$ cat config.mk
export PLATFORM = sky130hd
export DESIGN_NAME = lmdpl_share_decoder
export DESIGN_NICKNAME = d
export VERILOG_FILES = /design/src/rtl/lmdpl_share_decoder.sv
export SDC_FILE = /design/constraint.sdc
export NUM_CORES = 1
export LEC_CHECK = 0
export CORE_MARGIN = 4
export CORE_UTILIZATION = 30
export CTS_BUF_LIST = sky130_fd_sc_hd__clkbuf_2
export DETAILED_ROUTE_END_ITERATION = 12
export PLACE_DENSITY = 0.58
export SYNTH_ARGS = -nofsm -noshare
export SYNTH_HDL_FRONTEND = slang
export SYNTH_SLANG_ARGS = --single-unit
$ cat constraint.sdc
create_clock -name UserCLK -period 6.4 [get_ports UserCLK]
set_clock_uncertainty 0.1 [all_clocks]
set_input_delay 0.64 -clock UserCLK [delete_from_list [all_inputs] [get_ports UserCLK]]
set_output_delay 0.64 -clock UserCLK [all_outputs]
set_load 0.005 [all_outputs]
$ cat src/rtl/lmdpl_share_decoder.sv
// Consumer end of the LMDPL masked dual-rail datapath: checks the dual-rail
// encoding of both shares, unmasks (share0 ^ share1) and hands it off via valid/ready.
module lmdpl_share_decoder #(
  parameter int WIDTH       = 4,
  parameter int TIMEOUT     = 15,
  parameter int FAULT_CNT_W = 8
) (
  input  logic                   UserCLK,
  input  logic                   rst,
  input  logic [WIDTH-1:0]       A0_t,
  input  logic [WIDTH-1:0]       A0_f,
  input  logic [WIDTH-1:0]       A1_t,
  input  logic [WIDTH-1:0]       A1_f,
  output logic [WIDTH-1:0]       out_data,
  output logic                   out_valid,
  input  logic                   out_ready,
  input  logic                   clr_fault,
  output logic                   fault,
  output logic [1:0]             fault_cause,
  output logic [FAULT_CNT_W-1:0] fault_count
);

  localparam int NP    = 2 * WIDTH;
  localparam int CNT_W = (TIMEOUT > 1) ? $clog2(TIMEOUT) : 1;
  localparam logic [CNT_W-1:0] CNT_LAST = CNT_W'(TIMEOUT - 1);

  localparam logic [1:0] C_NONE     = 2'b00;
  localparam logic [1:0] C_INVALID  = 2'b01;
  localparam logic [1:0] C_NONMONO  = 2'b10;
  localparam logic [1:0] C_TIMEOUT  = 2'b11;

  typedef enum logic [1:0] {
    S_WAIT_PRE,
    S_WAIT_EVAL,
    S_OUTPUT,
    S_FAULT
  } state_t;

  state_t                 r_state;
  logic [WIDTH-1:0]       r_out_data;
  logic                   r_out_valid;
  logic                   r_fault;
  logic [1:0]             r_fault_cause;
  logic [FAULT_CNT_W-1:0] r_fault_count;
  logic [NP-1:0]          r_seen_valid;
  logic [CNT_W-1:0]       r_cnt;

  // Pair i is (w_t[i], w_f[i]); share 0 occupies the low WIDTH pairs.
  logic [NP-1:0] w_t;
  logic [NP-1:0] w_f;
  logic [NP-1:0] w_pair_valid;
  logic          w_any_invalid;
  logic          w_all_pre;
  logic          w_all_valid;
  logic          w_nonmono;
  logic          w_timeout;
  logic          w_enter_fault;

  assign w_t           = {A1_t, A0_t};
  assign w_f           = {A1_f, A0_f};
  assign w_pair_valid  = w_t ^ w_f;
  assign w_any_invalid = |(w_t & w_f);
  assign w_all_pre     = ~|(w_t | w_f);
  assign w_all_valid   = &w_pair_valid;
  assign w_nonmono     = |(r_seen_valid & ~(w_t | w_f));
  assign w_timeout     = (r_cnt == CNT_LAST);

  // Mirrors the FSM's fault branches so the counter sees every entry into S_FAULT.
  assign w_enter_fault =
      ((r_state == S_WAIT_PRE)  && w_any_invalid) ||
      ((r_state == S_WAIT_EVAL) && (w_any_invalid || w_nonmono ||
                                    (!w_all_valid && w_timeout)));

  // NOTE: state is written with non-blocking assignments so every register
  // samples the pre-edge values, independent of statement order.
  always_ff @(posedge UserCLK) begin
    if (rst) begin
      r_state       <= S_WAIT_PRE;
      r_out_data    <= '0;
      r_out_valid   <= 1'b0;
      r_fault       <= 1'b0;
      r_fault_cause <= C_NONE;
      r_seen_valid  <= '0;
      r_cnt         <= '0;
    end else begin
      case (r_state)
        S_WAIT_PRE: begin
          if (w_any_invalid) begin
            r_state       <= S_FAULT;
            r_fault       <= 1'b1;
            r_fault_cause <= C_INVALID;
          end else if (w_all_pre) begin
            r_state      <= S_WAIT_EVAL;
            r_seen_valid <= '0;
            r_cnt        <= '0;
          end
        end
        S_WAIT_EVAL: begin
          if (w_any_invalid) begin
            r_state       <= S_FAULT;
            r_fault       <= 1'b1;
            r_fault_cause <= C_INVALID;
          end else if (w_nonmono) begin
            r_state       <= S_FAULT;
            r_fault       <= 1'b1;
            r_fault_cause <= C_NONMONO;
          end else if (w_all_valid) begin
            // Completion outranks a counter expiring in the same cycle.
            r_state     <= S_OUTPUT;
            r_out_valid <= 1'b1;
            r_out_data  <= A0_t ^ A1_t;
          end else if (w_timeout) begin
            r_state       <= S_FAULT;
            r_fault       <= 1'b1;
            r_fault_cause <= C_TIMEOUT;
          end else begin
            r_cnt        <= r_cnt + CNT_W'(1);
            r_seen_valid <= r_seen_valid | w_pair_valid;
          end
        end
        S_OUTPUT: begin
          if (out_ready) begin
            r_state     <= S_WAIT_PRE;
            r_out_valid <= 1'b0;
          end
        end
        S_FAULT: begin
          if (clr_fault) begin
            r_state       <= S_WAIT_PRE;
            r_fault       <= 1'b0;
            r_fault_cause <= C_NONE;
          end
        end
        default: r_state <= S_WAIT_PRE;
      endcase
    end
  end

  // Survives clr_fault; only rst clears the history.
  always_ff @(posedge UserCLK) begin
    if (rst) begin
      r_fault_count <= '0;
    end else if (w_enter_fault && !(&r_fault_count)) begin
      r_fault_count <= r_fault_count + FAULT_CNT_W'(1);
    end
  end

  assign out_data    = r_out_data;
  assign out_valid   = r_out_valid;
  assign fault       = r_fault;
  assign fault_cause = r_fault_cause;
  assign fault_count = r_fault_count;

endmodule

# Word-level counts from Yosys, hierarchy flattened

Index checks and enable logic that the tools add are counted.

Add/subtract/negate cells: 2
Multipliers: 0
Divide/modulo/power cells: 0
Order comparisons: 0
Eq/ne operators: 18
Shifts and indexed selects: 0
Mux-type cells: 40
Bitwise logic cells: 9
Reduce and logical (&&, ||, !) cells: 23

Operators with widths:

| cell                | number |
|---|---|
| $mux 8              | 6 |
| $mux 2              | 12 |
| $mux 4              | 6 |
| $reduce_or 8->1     | 3 |
| $ne 2x2->1 const B  | 10 |
| $and 8x8->8         | 2 |
| $or 8x8->8          | 2 |
| $pmux 8 s2          | 1 |
| $reduce_and 8->1    | 2 |
| $reduce_and 11->1   | 1 |
| $mux 1              | 10 |
| $reduce_and 5->1    | 2 |
| $add 8x1->8 const B | 1 |
| $ne 4x4->1 const B  | 2 |
| $not 8->8           | 1 |
| $pmux 2 s4          | 1 |
| $pmux 4 s2          | 1 |
| $xor 8x8->8         | 1 |
| $reduce_and 7->1    | 1 |
| $pmux 2 s3          | 1 |
| $ne 5x5->1 const B  | 1 |
| $add 4x1->4 const B | 1 |
| $eq 2x2->1 const B  | 2 |
| $eq 4x4->1 const B  | 1 |
| 13 further kinds    | 21 |

Register bits after elaboration: 30
Bits in latches: 0
RAM bits: 0
ROM bits: 0
Input port bits: 20
Output and inout port bits: 16
Word-level logic and storage cells: 100
Memories: 0

# Depth between registers and ports, before layout

Depth after elaboration: 9
Gate-level depth with buffers: 8

# Worst setup path before layout

No wires, ideal clock.

Path kind: input to register
Start: input A1_t[1]
End: register r_seen_valid[0]
Setup time: 72 ps
Arrival: 2383 ps
Data required time: 6228 ps
Slack: 3845 ps
Cell stages on the path: 7
Path buffers: 1
Cell sequence: ha_1 > or4_4 > or3_1 > buf_6 > nor4_4 > o21ai_0 > a21oi_1

Longest elaborated chain between the ends: 6

RTL lines:

| element                      | line   | RTL |
|---|---|---|
| start: declaration           | 12     | `input logic [WIDTH-1:0] A1_t,` |
| $or 8x8->8                   | 63, 65 |  |
| $not 8->8                    | 65     | `assign w_nonmono = \|(r_seen_valid & ~(w_t \| w_f));` |
| $and 8x8->8                  | 65     |  |
| $reduce_or 8->1              | 65     |  |
| $ne 2x2->1 (no line)         | --     |  |
| $reduce_and 7->1 (no line) * | --     |  |
| end signal: assignment       | 118    | `r_seen_valid <= r_seen_valid \| w_pair_valid;` |
| end: declaration             | 45     | `logic [NP-1:0] r_seen_valid;` |

Mark *: on every way between the ends. The rest lies on a longest branch, timed or not.
A chain may end at the register's enable or synchronous reset.

# Final worst setup path

Start: input A0_t[1]
End: register r_fault_count[5] (netlist: fault_count[5])

Longest elaborated chain between the ends: 9

RTL lines:

| element                        | line | RTL |
|---|---|---|
| start: declaration             | 10   | `input logic [WIDTH-1:0] A0_t,` |
| $or 8x8->8                     | 65   |  |
| $not 8->8                      | 65   |  |
| $and 8x8->8                    | 65   |  |
| $reduce_or 8->1                | 65   |  |
| $logic_or 1x1->1 (2 in series) | 71   | `((r_state == S_WAIT_EVAL) && (w_any_invalid \|\| w_nonmono \|\|` |
| $logic_and 1x1->1              | 71   |  |
| $logic_or 1x1->1 *             | 70   | `((r_state == S_WAIT_PRE) && w_any_invalid) \|\|` |
| $logic_and 1x1->1 *            | 143  | `end else if (w_enter_fault && !(&r_fault_count)) begin` |
| end signal: assignment         | 144  | `r_fault_count <= r_fault_count + FAULT_CNT_W'(1);` |
| end: declaration               | 44   | `logic [FAULT_CNT_W-1:0] r_fault_count;` |

Marked as above.

==> qor.json <==
{
  "floorplan.initialDensity_pct": 31.8,
  "drive_gt1_share_pct": 5.65,
  "first_global_vias": 1438,
  "clock_tree_from_tritoncts": "built",
  "synthFlopType": "dfxtp_1",
  "worst_path_fanout_max": 12,
  "largest_family_of_logic_cells_by_synthesized_area": "compound AO/OA/AOI/OAI gates",
  "synthesis.nets": 250,
  "synth_cell_types": 47,
  "hold_end": "r_seen_valid[1]",
  "grt.overflow.total": 0,
  "max_cap_viol_count": 0,
  "min_path_type": "reg2reg",
  "timing.max_slew.rel_slack_pct": 24.2,
  "cp_slowest_stage_delay_ps": 940,
  "synth_top_area_cell": "dfxtp_1",
  "synth_top_area_share_pct": 33.4,
  "io-pin-count": 36,
  "worstSetupPathType": "in2reg",
  "fp.dieH_um": 85.4,
  "run_status": "complete, no violations",
  "p_leak_nw": 0.930,
  "cts_buf_count": 5,
  "fmaxAchievable_mhz": 304,
  "timing.setup.tns_ps": 0,
  "post_cts_setup_bufs": 0,
  "cts.path.max_buffers": 2,
  "crit-reg2reg-launch": "r_state[1]",
  "core_box_area_mm2": 0.00564,
  "grt_first_pass_wirelength_mm": 7.02,
  "num-fill-cells": 557,
  "critPathSlowestCell": "o31ai_1",
  "cts.clk_slew.worst_paths_ps": 150,
  "globalRouteMet1Util_pct": 15.4,
  "hold_sp": "r_seen_valid[1]",
  "rsz0062_at_grt": "no",
  "antenna_violations_before_repair": 0,
  "antenna_cells": 0,
  "final_max_slew_viol_count": 0,
  "final-setup-viol-count": 0,
  "critical_path_arrival_ps": 3470,
  "route.antenna.remaining_nets": 0,
  "route.detailed.drc": 0,
  "placementRows": 27,
  "dr.pass1.iters": 4,
  "drt-initial-drc-count": 50,
  "placed_cells": 312,
  "grt_usage_pct": 12.0,
  "critPathCaptureType": "flop",
  "postRouteWirelength_mm": 4.30,
  "synth_seq_area_share_pct": 33.4,
  "post_synth_main_area_contributors": "dfxtp_1 (33%), ha_1 (13%), inv_1 (5.8%), a21oi_1 (5.0%), o21ai_0 (3.9%)",
  "crit_required_ps": 6580,
  "power.density_cell_area_mw_per_mm2": 180,
  "die_x_um": 85.4,
  "yosys.area_share.simple_pct": 19.2,
  "syn_area_mm2": 0.00180,
  "via_count": 1578,
  "grtUsageMet3_pct": 3.30,
  "synthAdderAreaFrac_pct": 13.2,
  "vdd.ir_drop.worst_v": 0.000103,
  "ys.warnings.count": 0,
  "cts_htree_levels": 2,
  "worst-r2r-setup-slack_ps": 3930,
  "hold_path_depth": 2,
  "kind_of_launch_point_of_the_worst_setup_path": "input pin",
  "cp_num_buf_inv": 1,
  "critPathTopFamily": "compound AO/OA/AOI/OAI gates",
  "grt_start_max_net_pins": 17,
  "async_reset_ff_share_pct": 0,
  "timing.critical_path.depth": 7,
  "grt-busiest-layer": "met2",
  "postCtsHoldBufs": 0,
  "yosys-top-cells-count": "dfxtp_1 (30), inv_1 (28), ha_1 (19), a21oi_1 (18), o21ai_0 (14)",
  "cts.repair.resized": 0,
  "root_buffer": "clkbuf_2",
  "area_delta_synth_final_pct": 26.0,
  "yosys-mux-area-fraction_pct": 2.86,
  "stdcell_count": 320,
  "dpl.hpwl_mm": 3.49,
  "grt_util_met2_pct": 19.8,
  "worst_pin_slew_ps": 1130,
  "synthesis.area_per_instance_um2": 8.52,
  "rr_endpoint": "fault_count[5]",
  "finalHoldViolations": 0,
  "clk_latency_ps": 350,
  "average_wire_length_per_cell_after_detail_routing_um": 13.4,
  "drt-vias-per-instance": 4.93,
  "synthXorXnorAreaFrac_pct": 2.44,
  "critical_path.cell_chain": "clkdlybuf4s50_1 -> ha_1 -> or4_1 -> o21ba_2 -> o31ai_1 -> o21ai_0 -> a21oi_1",
  "r2r.worst_path.cells": 5,
  "timing.final.crit_share_pct": 51.4,
  "synth_edf_count": 0,
  "ys_ff_latch": 30,
  "die_area_mm2": 0.00729,
  "clock_sink_count": 30,
  "post_synthesis_compound_gate_area_fraction_pct": 20.8,
  "globalplace.congestion": 0.811,
  "final_net_count": 286,
  "finalCriticalPeriod_ps": 3290,
  "io_buffer_count": 35,
  "post_synth_inst_count": 211,
  "synth_most_common_cell": "dfxtp_1"
}
-- metrics by stage --
step | total power, mW | worst slack (ps) | area, um^2 | hold slack [ps] | util (%)
floorplan | 0.245 | 3850 | 1800 | 325 | -
global placement | 0.278 | 2810 | 2200 | 336 | 39.0
detailed placement | 0.278 | 2730 | 2200 | 344 | 39.0
CTS | 0.414 | 3120 | 2260 | 365 | 40.1
global route | 0.431 | 2820 | 2260 | 378 | 40.1
finish | 0.407 | 3110 | 2260 | 359 | 40.1
-- state kept, by name, indices dropped and copies added (netlist names) --
register      cells
out_data          4
r_state           2
fault_count       8
out_valid         1
fault_cause       2
r_seen_valid      8
r_cnt             4
fault             1
-- worst max path at each step --
stage | from | to | slack [ps]
4_1_cts | A0_t[1] | fault_count[5] | 3120
2_1_floorplan | A1_t[1] | r_seen_valid[0] | 3850
6_report | A0_t[1] | fault_count[5] | 3110
5_1_grt | A0_t[1] | fault_count[4] | 2820
3_3_place_gp | A0_t[1] | fault_count[5] | 2810
3_5_place_dp | A0_t[1] | fault_count[3] | 2730
-- cell type report --
class | count | area, um^2 | area share [%]
clock buffer | 7 | 35.0 | 1.55
timing repair buffer | 35 | 350 | 15.5
inverter | 28 | 105 | 4.64
clock inverter | 1 | 30.0 | 1.33
tap | 72 | 90.1 | 3.98
sequential | 30 | 601 | 26.5
multi-input combinational | 147 | 1050 | 46.5
-- placed cells by master (no fill, tap or decap), types with 2 or more instances in the layout --
| master | netlist | layout |
|---|---|---|
| a211oi_1 | 2 | 2 |
| a21o_1 | 2 | 2 |
| a21oi_1 | 18 | 18 |
| a22oi_1 | 4 | 4 |
| and2_1 | 2 | 2 |
| and3_1 | 2 | 2 |
| and4_1 | 3 | 3 |
| clkbuf_2 | 1 | 7 |
| clkdlybuf4s50_1 | 0 | 35 |
| dfxtp_1 | 30 | 30 |
| ha_1 | 19 | 19 |
| inv_1 | 28 | 28 |
| mux2i_1 | 4 | 4 |
| nand2_1 | 10 | 10 |
| nand3_1 | 7 | 7 |
| nand4_1 | 7 | 7 |
| nor2_1 | 9 | 9 |
| nor3_1 | 4 | 4 |
| o211ai_1 | 2 | 2 |
| o21a_1 | 2 | 2 |
| o21ai_0 | 14 | 14 |
| o21ai_1 | 2 | 2 |
| o31a_1 | 2 | 2 |
| o31ai_1 | 2 | 2 |
| or3_1 | 6 | 6 |
| or4_1 | 2 | 2 |
| xor2_1 | 5 | 5 |
-- kinds of logic (layout without fill, tap and decap cells) --
| group | after synthesis | after routing |
|---|---|---|
| AND/OR/NAND/NOR | 59 | 59 |
| multiplexers | 5 | 5 |
| XOR/XNOR | 5 | 5 |
| AO/OA/AOI/OAI | 59 | 59 |
| flip-flops | 30 | 30 |
| buffers and inverters | 34 | 71 |
| adder cells (fa/ha/maj) | 19 | 19 |
-- power breakdown --
group | total (mW) | switching [mW] | leakage [nW] | internal [mW]
Clock | 0.133 | 0.0631 | 0.0432 | 0.0698
Sequential | 0.201 | 0.00731 | 0.244 | 0.193
Combinational | 0.0738 | 0.0370 | 0.643 | 0.0368
Total | 0.407 | 0.107 | 0.930 | 0.300
-- layer usage --
layer  wire, um  share of wire, %  vias to the layer above
li1           -                 -                      832
met1       2000                47                      714
met2       2070                48                       27
met3        184               4.3                        5
met4         38              0.88                        0
met5          0                 0                        -
-- worst min-delay path, delay by kind of cell, from the launching register on --
kind | cells | cell delay [ps]
AOI/OAI and AO/OA | 1 | 50
buffers and inverters | 1 | 50
DFF | 1 | 340
(Power assumes the default switching activity.)
